## config.mk

```make
export PLATFORM = sky130hd
export DESIGN_NAME = instr_feeder
export DESIGN_NICKNAME = d
export VERILOG_FILES = /design/src/rtl/instr_feeder_pkg.sv /design/src/rtl/instr_feeder_prog_ram.sv /design/src/rtl/instr_feeder.sv
export SDC_FILE = /design/constraint.sdc
export NUM_CORES = 1
export LEC_CHECK = 0
export BUFFER_PORTS_ARGS = -buffer_cell sky130_fd_sc_hd__buf_2
export CAP_MARGIN = 20
export CORE_UTILIZATION = 48
export DETAILED_ROUTE_END_ITERATION = 10
export GPL_TIMING_DRIVEN = 0
export PLACE_DENSITY_LB_ADDON = 0.25
export REMOVE_ABC_BUFFERS = 1
export SLEW_MARGIN = 40
export SYNTH_ARGS = -nofsm -noshare
export SYNTH_HDL_FRONTEND = slang
export SYNTH_SLANG_ARGS = --single-unit
export TNS_END_PERCENT = 30
```

## constraint.sdc

```tcl
create_clock -name clk -period 4.6 [get_ports clk]
set_input_delay 0.46 -clock clk [delete_from_list [all_inputs] [get_ports clk]]
set_output_delay 0.46 -clock clk [all_outputs]
set_load 0.01 [all_outputs]
```

## src/rtl/instr_feeder_pkg.sv

```systemverilog
// -----------------------------------------------------------------------------
// instr_feeder_pkg
//   Shared processor definitions used by the instruction feeder and its
//   program memory: instruction word width, opcode field position, opcode
//   constants and the feeder state encoding.
// -----------------------------------------------------------------------------
package instr_feeder_pkg;

  // Width of an instruction / immediate word.
  localparam int WORD_W = 16;

  // Opcode field position inside an instruction word: [8:6] opcode,
  // [5:3] X register, [2:0] Y register.
  localparam int OPC_HI = 8;
  localparam int OPC_LO = 6;

  typedef logic [2:0] opcode_t;

  localparam opcode_t OP_MV   = 3'b000;
  localparam opcode_t OP_MVI  = 3'b001;
  localparam opcode_t OP_ADD  = 3'b010;
  localparam opcode_t OP_SUB  = 3'b011;
  localparam opcode_t OP_HALT = 3'b111;

  // Feeder sequencing states.
  typedef enum logic [2:0] {
    ST_IDLE   = 3'd0,
    ST_LOAD   = 3'd1,
    ST_ISSUE  = 3'd2,
    ST_WAIT   = 3'd3,
    ST_NEXT   = 3'd4,
    ST_FINISH = 3'd5,
    ST_ERROR  = 3'd6
  } state_t;

  // mvi is the only two-word instruction: its immediate follows it.
  function automatic logic is_mvi(input opcode_t op);
    return (op == OP_MVI);
  endfunction

  // halt ends the program and is never issued to the processor.
  function automatic logic is_halt(input opcode_t op);
    return (op == OP_HALT);
  endfunction

endpackage

```

## src/rtl/instr_feeder_prog_ram.sv

```systemverilog
// -----------------------------------------------------------------------------
// prog_ram
//   Program memory for the instruction feeder. Synchronous write, two
//   combinational read ports (instruction word and the word after it, used as
//   the mvi immediate). Contents are not reset.
//
// Ports
//   clk        : clock, write on rising edge
//   i_we       : write enable (already qualified by the caller)
//   i_waddr    : write address
//   i_wdata    : write data
//   i_raddr_a  : read address, port A
//   o_rdata_a  : read data, port A (combinational)
//   i_raddr_b  : read address, port B
//   o_rdata_b  : read data, port B (combinational)
// -----------------------------------------------------------------------------
module prog_ram
  import instr_feeder_pkg::*;
#(
  parameter int ADDR_W = 5
) (
  input  logic              clk,
  input  logic              i_we,
  input  logic [ADDR_W-1:0] i_waddr,
  input  logic [WORD_W-1:0] i_wdata,
  input  logic [ADDR_W-1:0] i_raddr_a,
  output logic [WORD_W-1:0] o_rdata_a,
  input  logic [ADDR_W-1:0] i_raddr_b,
  output logic [WORD_W-1:0] o_rdata_b
);

  localparam int DEPTH = 1 << ADDR_W;

  logic [WORD_W-1:0] r_mem [DEPTH];

  always_ff @(posedge clk) begin
    if (i_we) begin
      r_mem[i_waddr] <= i_wdata;
    end
  end

  assign o_rdata_a = r_mem[i_raddr_a];
  assign o_rdata_b = r_mem[i_raddr_b];

endmodule

```

## src/rtl/instr_feeder.sv

```systemverilog
// -----------------------------------------------------------------------------
// instr_feeder
//   Steps through a stored program and feeds it to a simple processor one
//   instruction at a time. Each instruction is presented on Din with a
//   one-cycle Run strobe; the feeder then waits for Done before moving on.
//   mvi is followed by its immediate word, which replaces the instruction on
//   Din in the first wait cycle. The program ends on halt (FINISH), when the
//   program counter runs off the end of memory (FINISH), or when Done does
//   not arrive within TIMEOUT wait cycles (ERROR).
//
// Ports
//   clk        : clock, all state on rising edge
//   Reset      : asynchronous active-high reset (memory contents kept)
//   Start      : one-cycle request to run the program from address 0;
//                accepted in IDLE, FINISH and ERROR only
//   Done       : processor instruction complete, looked at only while waiting
//   prog_we    : program memory write enable, dropped while Busy
//   prog_addr  : program memory write address
//   prog_wdata : program memory write data
//   Run        : registered instruction-start strobe
//   Din        : registered instruction / immediate word
//   Busy       : program running
//   Finished   : sticky, program ended normally
//   Timeout    : sticky, Done missing for TIMEOUT wait cycles
//   pc         : address of the instruction currently issued
// -----------------------------------------------------------------------------
module instr_feeder
  import instr_feeder_pkg::*;
#(
  parameter int ADDR_W  = 5,
  parameter int TIMEOUT = 15
) (
  input  logic              clk,
  input  logic              Reset,
  input  logic              Start,
  input  logic              Done,
  input  logic              prog_we,
  input  logic [ADDR_W-1:0] prog_addr,
  input  logic [WORD_W-1:0] prog_wdata,
  output logic              Run,
  output logic [WORD_W-1:0] Din,
  output logic              Busy,
  output logic              Finished,
  output logic              Timeout,
  output logic [ADDR_W-1:0] pc
);

  // Counter must be able to hold TIMEOUT-1; keep at least one bit.
  localparam int               CNT_W    = (TIMEOUT < 2) ? 1 : $clog2(TIMEOUT + 1);
  localparam logic [CNT_W-1:0] CNT_LAST = CNT_W'(TIMEOUT - 1);

  // ---------------------------------------------------------------------------
  // Registers and next-state values
  // ---------------------------------------------------------------------------
  state_t            r_state;
  state_t            w_state_next;
  logic              r_run;
  logic              w_run_next;
  logic [WORD_W-1:0] r_din;
  logic [WORD_W-1:0] w_din_next;
  logic              r_busy;
  logic              w_busy_next;
  logic              r_finished;
  logic              w_finished_next;
  logic              r_timeout;
  logic              w_timeout_next;
  logic [ADDR_W-1:0] r_pc;
  logic [ADDR_W-1:0] w_pc_next;
  logic [CNT_W-1:0]  r_wcnt;
  logic [CNT_W-1:0]  w_wcnt_next;

  // ---------------------------------------------------------------------------
  // Program memory
  // ---------------------------------------------------------------------------
  logic              w_mem_we;
  logic [ADDR_W-1:0] w_pc_plus1;
  logic [WORD_W-1:0] w_word;
  logic [WORD_W-1:0] w_imm;
  opcode_t           w_op;

  // Memory cannot change under a running program, so the opcode can be
  // re-read from mem[pc] in any state instead of keeping a copy (Din holds
  // the immediate, not the opcode, while an mvi waits).
  assign w_mem_we   = prog_we & ~r_busy;
  assign w_pc_plus1 = r_pc + ADDR_W'(1);
  assign w_op       = w_word[OPC_HI:OPC_LO];

  prog_ram #(
    .ADDR_W (ADDR_W)
  ) u_prog_ram (
    .clk       (clk),
    .i_we      (w_mem_we),
    .i_waddr   (prog_addr),
    .i_wdata   (prog_wdata),
    .i_raddr_a (r_pc),
    .o_rdata_a (w_word),
    .i_raddr_b (w_pc_plus1),
    .o_rdata_b (w_imm)
  );

  // ---------------------------------------------------------------------------
  // Program-counter advance: one extra bit catches running off the end.
  // ---------------------------------------------------------------------------
  logic [1:0]      w_step;
  logic [ADDR_W:0] w_pc_sum;

  assign w_step   = is_mvi(w_op) ? 2'd2 : 2'd1;
  assign w_pc_sum = {1'b0, r_pc} + (ADDR_W + 1)'(w_step);

  // ---------------------------------------------------------------------------
  // Next-state and output logic
  // ---------------------------------------------------------------------------
  always_comb begin
    w_state_next    = r_state;
    w_run_next      = 1'b0;
    w_din_next      = r_din;
    w_busy_next     = r_busy;
    w_finished_next = r_finished;
    w_timeout_next  = r_timeout;
    w_pc_next       = r_pc;
    w_wcnt_next     = r_wcnt;

    case (r_state)
      ST_IDLE, ST_FINISH, ST_ERROR: begin
        if (Start) begin
          w_state_next    = ST_LOAD;
          w_pc_next       = '0;
          w_finished_next = 1'b0;
          w_timeout_next  = 1'b0;
          w_busy_next     = 1'b1;
          w_wcnt_next     = '0;
        end
      end

      ST_LOAD: begin
        w_din_next = w_word;
        if (is_halt(w_op)) begin
          w_state_next    = ST_FINISH;
          w_finished_next = 1'b1;
          w_busy_next     = 1'b0;
        end else begin
          // Run is registered, so it is high exactly during ISSUE.
          w_state_next = ST_ISSUE;
          w_run_next   = 1'b1;
        end
      end

      ST_ISSUE: begin
        w_state_next = ST_WAIT;
        w_wcnt_next  = '0;
        // Immediate is on Din from the first wait cycle onwards.
        if (is_mvi(w_op)) begin
          w_din_next = w_imm;
        end
      end

      ST_WAIT: begin
        if (Done) begin
          w_state_next = ST_NEXT;
        end else if (r_wcnt == CNT_LAST) begin
          w_state_next   = ST_ERROR;
          w_timeout_next = 1'b1;
          w_busy_next    = 1'b0;
        end else begin
          w_wcnt_next = r_wcnt + CNT_W'(1);
        end
      end

      ST_NEXT: begin
        w_pc_next = w_pc_sum[ADDR_W-1:0];
        if (w_pc_sum[ADDR_W]) begin
          w_state_next    = ST_FINISH;
          w_finished_next = 1'b1;
          w_busy_next     = 1'b0;
        end else begin
          w_state_next = ST_LOAD;
        end
      end

      default: begin
        w_state_next = ST_IDLE;
        w_busy_next  = 1'b0;
      end
    endcase
  end

  // ---------------------------------------------------------------------------
  // State register
  // ---------------------------------------------------------------------------
  always_ff @(posedge clk or posedge Reset) begin
    if (Reset) begin
      r_state    <= ST_IDLE;
      r_run      <= 1'b0;
      r_din      <= '0;
      r_busy     <= 1'b0;
      r_finished <= 1'b0;
      r_timeout  <= 1'b0;
      r_pc       <= '0;
      r_wcnt     <= '0;
    end else begin
      r_state    <= w_state_next;
      r_run      <= w_run_next;
      r_din      <= w_din_next;
      r_busy     <= w_busy_next;
      r_finished <= w_finished_next;
      r_timeout  <= w_timeout_next;
      r_pc       <= w_pc_next;
      r_wcnt     <= w_wcnt_next;
    end
  end

  assign Run      = r_run;
  assign Din      = r_din;
  assign Busy     = r_busy;
  assign Finished = r_finished;
  assign Timeout  = r_timeout;
  assign pc       = r_pc;

endmodule

```

Word-level counts from Yosys, hierarchy flattened --
Memory sizes are Yosys's and may differ from the RTL's. Index checks and enable logic that the tools add are counted.
Storage, ports and cells: logic and storage cells 78, output and inout bits 25, bits in registers 32, memory bits (writable) 512, memories 1
Operators by class: add/sub/neg operators 3, multiplexer cells 32, equality and inequality tests 17, reductions and logical operators 14, bitwise logic cells 3
Memory list:
- u_prog_ram.r_mem | words 32, bits a word 16, rd ports 2, clocked after memory_dff 0, write ports 1, line instr_feeder_prog_ram.sv:34 | logic [WORD_W-1:0] r_mem [DEPTH];
Operator list (count):
- one-hot mux 16 bit (2 select lines) | 1
- 2-to-1 mux 16 bit | 1
- 2-to-1 mux 3 bit | 5
- one-hot mux 3 bit (5 select lines) | 1
- 2-to-1 mux 1 bit | 14
- inequality test 2 bit (second input constant) | 7
- equality test 3 bit (second input constant) | 4
- 2-to-1 mux 4 bit | 3
- one-hot mux 4 bit (3 select lines) | 1
- AND reduction 4 bit | 3
- one-hot mux 5 bit (2 select lines) | 1
- adder 5 x 2 -> 6 bit | 1
- equality test 3 x 1 -> 1 bit (second input constant) | 2
- equality test 3 x 2 -> 1 bit (second input constant) | 2
- AND reduction 2 bit | 3
- AND reduction 6 bit | 1
- nonzero test 2 bit | 3
- nonzero test 3 bit | 2
- adder 5 x 1 -> 5 bit (second input constant) | 1
- 2-to-1 mux 5 bit | 1
- one-hot mux 1 bit (5 select lines) | 1
- adder 4 x 1 -> 4 bit (second input constant) | 1
- equality test 4 bit (second input constant) | 1
- logical NOT 3 bit | 1
- 7 further kinds | 8

Logic depth before layout (Yosys ltp) --
An unclocked memory read counts as a cell.
depth in word-level cells 6, depth in mapped cells 17, gate-level depth less buffers 13

Modules after synthesis --
From an unflattened synthesis, not the netlist that was laid out.
Second synthesis, totals: cell total of the unflattened synthesis 1882, area, all modules 26809.5 sq um
Modules (own cells, without submodules):
- prog_ram | area an instance 24791.3 sq um, seq. area each 15374.7 sq um, instances 1, cells an instance 1696
- instr_feeder | area an instance 2018.2 sq um, seq. area each 800.8 sq um, instances 1, cells an instance 186

Least setup slack after synthesis --
OpenSTA, ideal clock, no wires.
kind reg2reg, from reg r_pc[1] (netlist: pc[1]), to reg r_busy (netlist: Busy), path buffers 3, data arrival time 3.426 ns, library setup time 0.120 ns, data required time 4.480 ns, period minus slack after synthesis 3.547 ns, cell stages (with the launch flop) 17, path slack 1.053 ns, cells stage by stage dfrtp_1 > buf_6 > mux4_2 > and2_1 > a2111oi_0 > a211oi_1 > buf_2 > buf_2 > nand2_1 > inv_1 > ha_1 > a21oi_1 > nand4b_1 > o21ai_0 > o31ai_1 > a21bo_2 > a31o_2
Between the ends: longest elaborated chain between the ends 6
RTL lines:
- start, declared | line instr_feeder.sv:67 | logic [ADDR_W-1:0] r_pc;
- start signal, assigned | line instr_feeder.sv:207 | r_pc <= w_pc_next;
- memory read (32 x 16 bit)
- equality test 3 x 1 -> 1 bit | line instr_feeder_pkg.sv:38 | return (op == OP_MVI);
- 2-to-1 mux 2 bit | line instr_feeder.sv:107 | assign w_step = is_mvi(w_op) ? 2'd2 : 2'd1;
- adder 5 x 2 -> 6 bit | line instr_feeder.sv:108 | assign w_pc_sum = {1'b0, r_pc} + (ADDR_W + 1)'(w_step);
- inequality test 2 bit (no source line)
- AND reduction 6 bit (no source line) (*)
- end signal, assigned | line instr_feeder.sv:204 | r_busy <= w_busy_next;
- end, declared | line instr_feeder.sv:61 | logic r_busy;
Every way passes the cells marked *; elsewhere a longest branch is shown, timed or not. A chain may end at the register's enable or synchronous reset.

Worst setup path after layout --
from reg r_pc[1] (netlist: pc[1]), to reg r_pc[3] (netlist: pc[3])
Between the ends: longest elaborated chain between the ends 5
RTL lines:
- memory read (32 x 16 bit)
- equality test 3 x 1 -> 1 bit | line instr_feeder_pkg.sv:38
- 2-to-1 mux 2 bit | line instr_feeder.sv:107
- adder 5 x 2 -> 6 bit (*) | line instr_feeder.sv:108
- one-hot mux 5 bit (2 select lines) (*) | line instr_feeder.sv:123 | case (r_state)
Marked as above.

==> results.md <==
* Status: completed
* Clk sinks at 544
* Post-synthesis cell area at 25500 µm²
* Worst Setup End Kind: register
* Max frequency at 223 MHz
* Pwr per Cell Area at 482 nW/µm²
* GRT overflow at 0
* Hpwl dp at 48.2 mm
* Setup tns final at 0 ns
* Sequential area share after synthesis at 63.5%
* Most common cell after layout, fill and taps aside: edfxtp_1
* Netlist cell types at 55
* Drt drc at 0
* Cell family with most CP delay: compound AO/OA/AOI/OAI gates
* GR peak layer: met2
* Req. time, crit path at 5.10 ns
* Min-delay worst type: input port to register
* Startpoint Class: register
* Final period util at 97.5%
* Die X at 232 µm
* Layout cells sized above 1 at 36.7%
* Buffer and inverter count on the worst path at 4
* Most frequent cells in the layout: edfxtp_1 (512), mux4_2 (274), nand2_1 (126), clkbuf_16 (58), buf_2 (50)
* DR vias at 15285
* CP Max Fanout at 25
* Setup Skew at 0.0188 ns
* Seq cells post-synth at 544
* GPL Wtd Cong at 0.826
* GRT Resource Usage Total at 27.7%
* Die footprint at 54000 µm²
* Clock latency on the worst-skew pair at 0.62 ns
* GRT met2 Usage at 40.5%
* Post-synth ARST share at 5.88%
* Total Wirelength at 72.7 mm
* # fillers at 3868
* GR Util met3 at 6.09%
* Max Cap Violations at 0
* Slowest cell on the critical path: dfrtp_4
* CTS Buf Count at 56
* Initial antenna violation count at 0
* Crit Path Class: register to register
* Critical Path, Cell by Cell: buf_12 > buf_12 > nand3_1 > o221ai_1 > o22ai_1 > a211oi_4 > buf_6 > nand2_1 > inv_1 > ha_1 > a21oi_1 > nor3_1 > a221oi_1 > a21oi_1 > a211oi_1
* Final setup violation count at 0
* First-pass GRT wire length at 105 mm
* Synth Area per Inst at 18.5 µm²
* Clock Tree Root: clkbuf_16
* DR iter-0 viols at 2069
* Post-layout min period at 4.49 ns
* CTS tree: built
* Layout Utilization at 57.0%
* Wire per inst at 33.1 µm
* Core box area at 52600 µm²
* Slew headroom at 45.0%
* Row count at 84
* Average vias per placed instance at 6.95
* Max-slew violations at 0
* CTS Buffer Depth at 3
* Met1 Track Usage GR at 40.3%
* Worst endpoint data arrival time at 4.99 ns
* Worst VDD drop at 0.333 mV
* Max stage delay on crit path at 0.57 ns
* PortBufs at 50
* Nets at 1495
* Starting Density at 48.5%
* Number of synthesized flops with an enable pin at 512
* Largest net degree at the start of global routing at 36
* # IOs at 51
* Vias in the first global route at 15374
* TritonRoute pass-1 iters at 6
* # diodes at 0
* DRT antenna net count at 0
* Die Ht at 232 µm
* Synth warn at 0
* H-tree levels at 2
* Clock-pin slew on the worst setup and hold paths at 0.06 ns
* Hold Vio Cnt, Final at 0
* Worst slew pin tran at 0.824 ns
* Cells after Synth at 1379
* Area Growth Syn to Fin at 17.5%
* Primary FF master, synth: edfxtp_1
* Static Leak at 0.00926 µW
==> cells in the mapped netlist (14+ instances only) <==
cell type | n | share of area (%)
dfrtp_1 | 32 | 3.1
edfxtp_1 | 512 | 60
a31oi_1 | 31 | 0.76
a311oi_1 | 14 | 0.48
nand2_1 | 126 | 1.9
nand3_1 | 47 | 0.92
clkbuf_1 | 50 | 0.74
nor2_1 | 48 | 0.71
a21oi_1 | 15 | 0.29
mux2i_1 | 28 | 1.1
mux4_2 | 274 | 24
buf_2 | 42 | 0.82
nand4_1 | 15 | 0.37
==> sequential cells by signal, indices dropped and copies added (netlist names) <==
name,cells
r_state,3
Run,1
r_wcnt,4
Timeout,1
pc,5
Din,16
u_prog_ram.r_mem,512
Busy,1
Finished,1
==> metrics by stage <==
step	cells	total power (µW)	hold slack, ns	instance area, µm²	setup WS (ns)
3_3_place_gp	2012	10700	0.489	26100	-13.17
4_1_cts	2194	14500	0.306	29900	0.0649
6_report	2198	14400	0.334	30000	0.115
5_1_grt	2198	15000	0.348	30000	-0.0368
3_5_place_dp	2088	10100	0.506	28100	-0.0538
2_1_floorplan	1274	10400	0.505	25000	-7.68
==> repair_timing <==
item / CTS / global route
hold buffers: 1 / 0
endpoints found under the setup margin: 2 / 4
pin swaps: 0 / 1
hold endpoints to repair: 32 / 0
buffers inserted: 0 / 3
resized for setup: 2 / 2
==> layout make-up <==
cell class / instances / area, µm² / area share [%]
clock inverter: 22 / 144 / 0.480
clock buffer: 83 / 1650 / 5.49
tap: 688 / 861 / 2.87
multi-input combinational: 717 / 9150 / 30.6
timing repair buffer: 131 / 1910 / 6.37
inverter: 13 / 51.3 / 0.171
sequential: 544 / 16200 / 54.1
==> worst paths after layout <==
path,from,to,slack [ns],cells past startpoint
worst max-delay path,pc[1]$_DFFE_PP0P_,pc[3]$_DFFE_PP0P_,0.11,15
worst min-delay path,prog_wdata[15],u_prog_ram.r_mem[3][15]$_DFFE_PP_,0.33,1
min in group asynchronous,Reset,Finished$_DFFE_PP0P_,0.45,3
max in group asynchronous,Reset,pc[1]$_DFFE_PP0P_,3.72,3
worst max register to register,pc[1]$_DFFE_PP0P_,pc[3]$_DFFE_PP0P_,0.11,15
worst min register to register,Timeout$_DFFE_PP0P_,Timeout$_DFFE_PP0P_,0.51,1
==> kinds of logic after synthesis <==
family / synth area share, %
flops: 63.5
mux: 25.5
simple gates: 4.90
compound gates: 3.46
buf+inv: 2.09
xor+xnor: 0.270
fa+ha+maj: 0.324
==> worst reg2reg max path, delay by kind of cell (launching register included) <==
kind	cells	cell delay, ns
AO/OA/AOI/OAI	7	2.18
AND/OR/NAND/NOR	3	0.55
buffers and inverters	4	0.86
adder cells (fa/ha/maj)	1	0.23
flip-flops	1	0.57
==> metal layers <==
| metal | vias up | routed length, µm |
|---|---|---|
| li1 | 5998 | - |
| met1 | 8119 | 29000 |
| met2 | 973 | 32500 |
| met3 | 195 | 8230 |
| met4 | 0 | 3030 |
| met5 | - | 0 |
==> report_power, final <==
part | leakage (µW) | switching (µW) | total (µW) | internal, µW
registers | 0.00499 | 230 | 5810 | 5580
clock network | 0.000881 | 1910 | 4430 | 2530
logic | 0.00339 | 2130 | 4200 | 2070
total | 0.00926 | 4270 | 14400 | 10200
Note: power is estimated with default switching activity, not from simulation.
